**config.mk**
```make
export PLATFORM = sky130hd
export DESIGN_NAME = data_mem_responder
export DESIGN_NICKNAME = d
export VERILOG_FILES = /design/src/rtl/data_mem_responder.sv
export SDC_FILE = /design/constraint.sdc
export NUM_CORES = 2
export LEC_CHECK = 0
export BUFFER_PORTS_ARGS = -buffer_cell sky130_fd_sc_hd__buf_2
export CAP_MARGIN = 20
export CELL_PAD_IN_SITES_DETAIL_PLACEMENT = 1
export CELL_PAD_IN_SITES_GLOBAL_PLACEMENT = 1
export CORE_MARGIN = 1.5
export CORE_UTILIZATION = 35
export DETAILED_ROUTE_END_ITERATION = 7
export PLACE_DENSITY = 0.67
export SLEW_MARGIN = 25
export SYNTH_ARGS = -nofsm -noshare
export SYNTH_HDL_FRONTEND = slang
export SYNTH_SLANG_ARGS = --single-unit
```
**constraint.sdc**
```tcl
create_clock -name clk -period 4.2 [get_ports clk]
set_input_delay 0.63 -clock clk [delete_from_list [all_inputs] [get_ports clk]]
set_output_delay 0.63 -clock clk [all_outputs]
set_load 0.05 [all_outputs]
```
**src/rtl/data_mem_responder.sv**
```systemverilog
// Word-addressed data RAM behind the CPU load/store port: accepts one request,
// waits WAIT_CYCLES, then answers with a one-cycle ready carrying rdata or err.
module data_mem_responder #(
  parameter int unsigned DEPTH_WORDS = 64,
  parameter int unsigned WAIT_CYCLES = 2,
  parameter logic [31:0] ADDR_BASE   = 32'h0000_0000
) (
  input  logic        clk,
  input  logic        reset,
  input  logic        req,
  input  logic        we,
  input  logic [31:0] addr,
  input  logic [31:0] wdata,
  output logic        ready,
  output logic [31:0] rdata,
  output logic        err,
  output logic        busy
);

  localparam int unsigned AW = (DEPTH_WORDS > 1) ? $clog2(DEPTH_WORDS) : 1;

  if (WAIT_CYCLES > 15) begin : g_bad_wait
    $error("data_mem_responder: WAIT_CYCLES must be 0..15");
  end

  typedef enum logic [1:0] {
    S_IDLE = 2'd0,
    S_WAIT = 2'd1,
    S_RESP = 2'd2
  } state_e;

  state_e      state_q;
  logic [3:0]  cnt_q;
  logic        we_q;
  logic [31:0] addr_q;
  logic [31:0] wdata_q;
  logic        ready_q;
  logic [31:0] rdata_q;
  logic        err_q;
  logic        busy_q;

  logic [31:0] mem_q [DEPTH_WORDS];

  logic        acc_we_s;
  logic [31:0] acc_addr_s;
  logic [31:0] acc_wdata_s;
  logic [31:0] off_s;
  logic        fault_s;
  logic [AW-1:0] idx_s;
  logic        go_resp_s;
  logic        mem_wr_s;
  logic [31:0] rd_val_s;

  // With zero wait states RESP is entered on the accepting edge itself, so the
  // access must be evaluated on the live inputs while still in IDLE.
  assign acc_we_s    = (state_q == S_IDLE) ? we    : we_q;
  assign acc_addr_s  = (state_q == S_IDLE) ? addr  : addr_q;
  assign acc_wdata_s = (state_q == S_IDLE) ? wdata : wdata_q;

  assign off_s   = acc_addr_s - ADDR_BASE;
  assign fault_s = (acc_addr_s[1:0] != 2'b00) || (acc_addr_s < ADDR_BASE) ||
                   ((off_s >> 2) >= 32'(DEPTH_WORDS));
  assign idx_s   = off_s[AW+1:2];

  assign go_resp_s = ((state_q == S_IDLE) && req && (WAIT_CYCLES == 0)) ||
                     ((state_q == S_WAIT) && (cnt_q == 4'd0));
  assign mem_wr_s  = go_resp_s && acc_we_s && !fault_s && reset;
  assign rd_val_s  = (acc_we_s || fault_s) ? 32'h0 : mem_q[idx_s];

  // RAM write port; contents deliberately survive reset.
  always_ff @(posedge clk) begin
    if (mem_wr_s) begin
      mem_q[idx_s] <= acc_wdata_s;
    end
  end

  // Transaction FSM with registered Moore outputs.
  always_ff @(posedge clk or negedge reset) begin
    if (!reset) begin
      state_q <= S_IDLE;
      cnt_q   <= 4'd0;
      we_q    <= 1'b0;
      addr_q  <= 32'h0;
      wdata_q <= 32'h0;
      ready_q <= 1'b0;
      rdata_q <= 32'h0;
      err_q   <= 1'b0;
      busy_q  <= 1'b0;
    end else begin
      case (state_q)
        S_IDLE: begin
          ready_q <= 1'b0;
          rdata_q <= 32'h0;
          err_q   <= 1'b0;
          if (req) begin
            we_q    <= we;
            addr_q  <= addr;
            wdata_q <= wdata;
            busy_q  <= 1'b1;
            if (WAIT_CYCLES == 0) begin
              state_q <= S_RESP;
              ready_q <= 1'b1;
              err_q   <= fault_s;
              rdata_q <= rd_val_s;
            end else begin
              state_q <= S_WAIT;
              cnt_q   <= 4'(WAIT_CYCLES - 1);
            end
          end else begin
            busy_q <= 1'b0;
          end
        end
        S_WAIT: begin
          busy_q <= 1'b1;
          if (cnt_q == 4'd0) begin
            state_q <= S_RESP;
            ready_q <= 1'b1;
            err_q   <= fault_s;
            rdata_q <= rd_val_s;
          end else begin
            cnt_q <= cnt_q - 4'd1;
          end
        end
        S_RESP: begin
          state_q <= S_IDLE;
          ready_q <= 1'b0;
          rdata_q <= 32'h0;
          err_q   <= 1'b0;
          busy_q  <= 1'b0;
        end
        default: begin
          state_q <= S_IDLE;
          ready_q <= 1'b0;
          rdata_q <= 32'h0;
          err_q   <= 1'b0;
          busy_q  <= 1'b0;
        end
      endcase
    end
  end

  assign ready = ready_q;
  assign rdata = rdata_q;
  assign err   = err_q;
  assign busy  = busy_q;

endmodule

```
# After elaboration in Yosys (flattened, before gate mapping)
# Memory sizes are Yosys's and may differ from the RTL's.
# Index checks and enable logic that the tools add are counted.
[classes]
add_sub_neg = 1
order_cmp = 2
eq_ne = 4
n_mux = 20
reduce_logical = 15
[ops]
columns = ["cell", "count"]
rows = [
  ["32-bit two-way mux", 5],
  ["32-bit by 1-bit less-than comparator with 1-bit output, second input constant", 1],
  ["30-bit by 7-bit >= comparator with 1-bit output, second input constant", 1],
  ["1-bit two-way mux", 8],
  ["4-bit two-way mux", 2],
  ["4-bit case mux with 2 select lines", 1],
  ["1-bit logical AND", 4],
  ["4-bit logical NOT", 1],
  ["2-bit two-way mux", 2],
  ["2-bit inequality test, second input constant", 2],
  ["2-bit case mux with 2 select lines", 1],
  ["2-bit AND reduction", 2],
  ["2-bit nonzero test", 2],
  ["4-bit by 1-bit subtractor with 4-bit output, second input constant", 1],
  ["1-bit logical OR", 3],
  ["3-bit AND reduction", 1],
  ["2-bit by 1-bit equality test with 1-bit output, second input constant", 1],
  ["2-bit logical NOT", 1],
  ["2-bit by 1-bit inequality test with 1-bit output, second input constant", 1],
  ["1-bit case mux with 2 select lines", 1],
  ["1-bit logical NOT", 1],
]
[totals]
register_bits = 106
ramBits = 2048
input_bits = 68
out_inout_bits = 35
word_cells = 52
mem_count = 1
[memory_table]
columns = ["memory", "words", "word_bits", "read_ports", "rd_ports_with_merged_regs", "wr", "line_no", "text"]
rows = [
  ["mem_q", 64, 32, 1, 0, 1, "42", "logic [31:0] mem_q [DEPTH_WORDS];"],
]

# Logic depth before layout (Yosys ltp)
[depth]
word_depth = 10
ltp_mapped = 14
depth_no_buf = 8

# Least setup slack after synthesis
# OpenSTA, ideal clock, no wires.
[synth_timing]
path_kind = "reg-to-reg"
startpoint = "register state_q[0]"
endpoint = "memory mem_q[50][0], enable pin"
setup_ps = 421
arrival_time_ps = 3497
t_required_ps = 3779
slack_ps = 282
stages_incl_launch_ff = 8
path_buffers = 2
synth_period_minus_slack_ps = 3918
path_cell_list = "dfrtp_1 > buf_6 > nor2_2 > buf_6 > mux2_2 > nor3_1 > nand2_1 > nor2_1"
[synth_between]
elab_chain_len = 10
elab_cells_between_ends = 16
cone_classes = "order compare (2); eq/ne (1); mux (4); reduce/logical (9)"
[synth_rtl]
columns = ["element", "line_no", "text"]
rows = [
  ["start, declared", "32", "state_e state_q;"],
  ["start signal, assigned", "80", "state_q <= S_IDLE;"],
  ["start signal, assigned", "101", "state_q <= S_RESP;"],
  ["start signal, assigned", "106", "state_q <= S_WAIT;"],
  ["2-bit logical NOT", "56, 57", ""],
  ["32-bit two-way mux", "57", "assign acc_addr_s = (state_q == S_IDLE) ? addr : addr_q;"],
  ["32-bit by 1-bit less-than comparator with 1-bit output or 2-bit nonzero test (tied branches)", "61", "assign fault_s = (acc_addr_s[1:0] != 2'b00) || (acc_addr_s < ADDR_BASE) ||"],
  ["1-bit logical OR (2 in series)", "61", ""],
  ["1-bit logical NOT", "67", "assign mem_wr_s = go_resp_s && acc_we_s && !fault_s && reset;"],
  ["1-bit logical AND (2 in series)", "67", ""],
  ["1-bit two-way mux", "72", "if (mem_wr_s) begin"],
  ["1-bit two-way mux (implied by the code)", "73", "mem_q[idx_s] <= acc_wdata_s;"],
  ["end, declared", "42", ""],
]
# Parallel ways exist; a longest one is shown, timed or not.

# Final worst setup path
[layout_timing]
startpoint = "register state_q[0]"
endpoint = "register rdata_q[6], in the netlist rdata[6]"
[layout_between]
elab_chain_len = 9
elab_cells_between_ends = 15
cone_classes = "order compare (2); eq/ne (2); mux (5); reduce/logical (5); memory (1)"
[layout_rtl]
columns = ["element", "line_no", "text"]
rows = [
  ["2-bit logical NOT", "56, 57", ""],
  ["32-bit two-way mux", "57", ""],
  ["32-bit by 1-bit less-than comparator with 1-bit output or 2-bit nonzero test (tied branches)", "61", ""],
  ["1-bit logical OR (2 in series)", "61", ""],
  ["1-bit logical OR", "68", "assign rd_val_s = (acc_we_s || fault_s) ? 32'h0 : mem_q[idx_s];"],
  ["32-bit two-way mux", "68", ""],
  ["32-bit two-way mux", "115", "if (cnt_q == 4'd0) begin"],
  ["32-bit two-way mux", "90", "case (state_q)"],
  ["end signal, assigned", "104", "rdata_q <= rd_val_s;"],
  ["end signal, assigned", "119", "rdata_q <= rd_val_s;"],
  ["end, declared", "38", "logic [31:0] rdata_q;"],
]
# Parallel ways exist; a longest one is shown, timed or not. The select of a mux whose other input is x is not followed.
# A chain may end at the register's enable or synchronous reset.

==> metrics.cfg <==
[synth]
synth-main-ff-cell = edfxtp_1
ys_warn_count = 0
yosys.area.top_type_share = 0.755
synth_cell_types = 65
synth.avg_cell_area_um2 = 15.3
synthArstFlopShare = 0.0492
postSynthCellCount = 5305
yosysTopAreaCell = edfxtp_1
ys_top_cells_by_area = edfxtp_1 76%, dfrtp_1 3.3%, a21oi_1 3.0%, nand2_1 3.0%, o22ai_1 3.0%
synth_edf_count = 2048
yosysMostFrequentCell = edfxtp_1
synth-seq-cells = 2154
synth_fp_nets = 5375
syn-cell-area_um2 = 81400
synth_common_cells = 2048 x edfxtp_1, 655 x nand2_1, 492 x a21oi_1
synth-seq-area-share = 0.788

[finish]
fin_nets = 5808
nFillCells = 22800
multi_input_area_um2 = 16300
syn2layout_area_growth_pct = 18.6
seq_area_um2 = 64200
layout-drive-gt1-share = 0.170

[critical_path]
worst_path_max_delay_cell = dfrtp_1
crit_family = compound AO/OA/AOI/OAI gates
slowest_delay_ps = 600
crit_chain = o21a_1, or2_4, buf_12, buf_4, buf_4, a21oi_1, a22oi_1, nand3_1, a21oi_1, o2111ai_1, o21ai_0
crit_start = state_q[0]
cp.arrival_ps = 4850
critPathBufInv = 3
timing.rr.start = state_q[0]
required_ps = 4940
worst-path-stages = 11
r2r.worst_path.cells = 11
crit_end = rdata[6]
critPathCaptureType = flop
worstSetupStartpointType = flop
r2r_slack_ps = 90
crit_type = flop to flop
crit_path_max_fanout = 31
timing.rr.end = rdata[6]

[sta]
fin_crit_sh = 0.978
setup-violations-final = 0
slew_viol_final = 0
relSlewSlack = 0.209
fmax_ghz = 0.243
worst_pin_slew_ps = 1170
setup_slack_ps = 93.0
rsz0062_at_grt = false
hold_viol = 0
clock_skew_ps = 26.2
post-route-min-period_ps = 4110
tns_ps = 0

[placement]
port_buffers = 102
place.gp.congestion = 0.857
post-place-ws_ps = -186
dpl.hpwl_um = 180000

[grt]
grt_pass1_wl_um = 424000
grt_max_degree = 68
grt-ovfl-total = 0
antenna_found_initial = 25
first_global_vias = 55000
track_usage = 0.253

[power]
power_w = 0.0735
peakVddDrop_uv = 648
powerDensity_nw_per_um2 = 762
p_leak_nw = 31.7

[clocking]
clock_latency_ps = 870
htreeDepth = 4
numCtsBuffers = 220
cts_sinks = 2154
cts_root_buf = clkbuf_16
path_clk_slew_ps = 60
tritoncts = yes
clock_path_buffers = 3

[flow_run]
maxCapViolCount = 0

[run_status]
status = finished clean

[floorplanning]
num_rows = 176
initial_core_util = 0.353
die_w_um = 485
die_h_um = 485
coreArea_um2 = 231000
pin_count = 103
dieArea_um2 = 235000

[route]
drt_iter0_markers = 7370
routedWlPerCell_um = 33.8
first_pass_iters = 6
final_antenna_net_count = 0
vias = 54900
wl_um = 303000
drc = 0
vias_per_cell = 6.13

[min_path]
hold_class = input pin to flop

-- worst reg2reg max path, stage by stage, from the launching register on --
cell and delay (ps):
dfrtp_1 600, o21a_1 560, or2_4 540, buf_12 300, buf_4 310, buf_4 210
a21oi_1 100, a22oi_1 190, nand3_1 120, a21oi_1 550, o2111ai_1 210, o21ai_0 290
-- placed cells by master (no fill, tap or decap), types with 69 or more instances in the layout --
cell type,count
dfrtp_1,106
buf_2,101
buf_4,307
clkbuf_16,228
nor3_1,73
nor4_1,104
o22ai_1,391
nand3_1,109
a21oi_1,492
nand2_1,653
a22oi_1,69
buf_12,89
edfxtp_1,2048
nor2_1,199
mux2_2,99
a31oi_1,81
-- cells by family after synthesis --
logic type / synth area share
multiplexers: 0.0213
AO/OA/AOI/OAI: 0.103
buffers and inverters: 0.0200
AND/OR/NAND/NOR: 0.0670
adder cells (fa/ha/maj): 0.000307
XOR/XNOR: 0.000215
flip-flops: 0.788
-- worst min path at each step --
stage | startpoint | to | slack [ps] | depth (start not counted)
after floorplan | reset | addr_q[0] | 330 | 0
after global placement | wdata_q[0] | wdata_q[0] | 490 | 1
after detailed placement | wdata_q[30] | wdata_q[30] | 500 | 1
after CTS | addr[10] | addr_q[10] | 20 | 2
after global routing | wdata[18] | wdata_q[18] | 40 | 2
final | addr[10] | addr_q[10] | 50 | 2
-- layer usage --
metal | share of wire | GRT usage | routed length [um]
met3 | 0.11 | 0.0538 | 34600
met5 | 0.00018 | 0 | 55
met4 | 0.042 | 0.0988 | 12700
met1 | 0.38 | 0.342 | 116000
met2 | 0.46 | 0.399 | 140000
-- power by group --
part	internal, W	total, W	switching, W	leakage [nW]
Sequential	0.0278	0.0281	0.000243	19.8
Combinational	0.00678	0.0259	0.0191	8.48
Clock	0.0112	0.0196	0.00839	3.47
Total	0.0458	0.0735	0.0278	31.7
-- per-stage QoR --
step | hold slack (ps) | util | cell area (um2) | std cells
3_3_place_gp | 485 | 0.386 | 88900 | 8492
6_report | 51.6 | 0.419 | 96500 | 8961
2_1_floorplan | 334 | - | 81400 | 5305
5_1_grt | 43.3 | 0.419 | 96500 | 8956
4_1_cts | 16.9 | 0.419 | 96500 | 8956
3_5_place_dp | 496 | 0.386 | 88900 | 8492
-- state kept, by name (all words and copies together) (netlist names) --
signal and count:
addr_q 32, busy 1, cnt_q 4, err 1, mem_q 2048, rdata 32, ready 1, state_q 2
wdata_q 32, we_q 1
-- cell type report --
cell class                 instances  area share
inverter                          37     0.00144
timing repair buffer             545      0.0526
sequential                      2154       0.665
multi-input combinational       2780       0.168
tap                             3026      0.0392
clock inverter                   117      0.0110
clock buffer                     297      0.0627
antenna                            5    0.000130
-- repair_timing --
| action | 4_1_cts | 5_1_grt |
|---|---|---|
| setup endpoints to repair | 2 | 1 |
| setup buffers | 3 | 0 |
| cloned | 0 | 0 |
| hold buffers | 47 | 0 |
| resized for setup | 1 | 1 |
| endpoints found under the hold margin | 70 | 0 |
No activity file was read; power rests on OpenSTA's default activity.
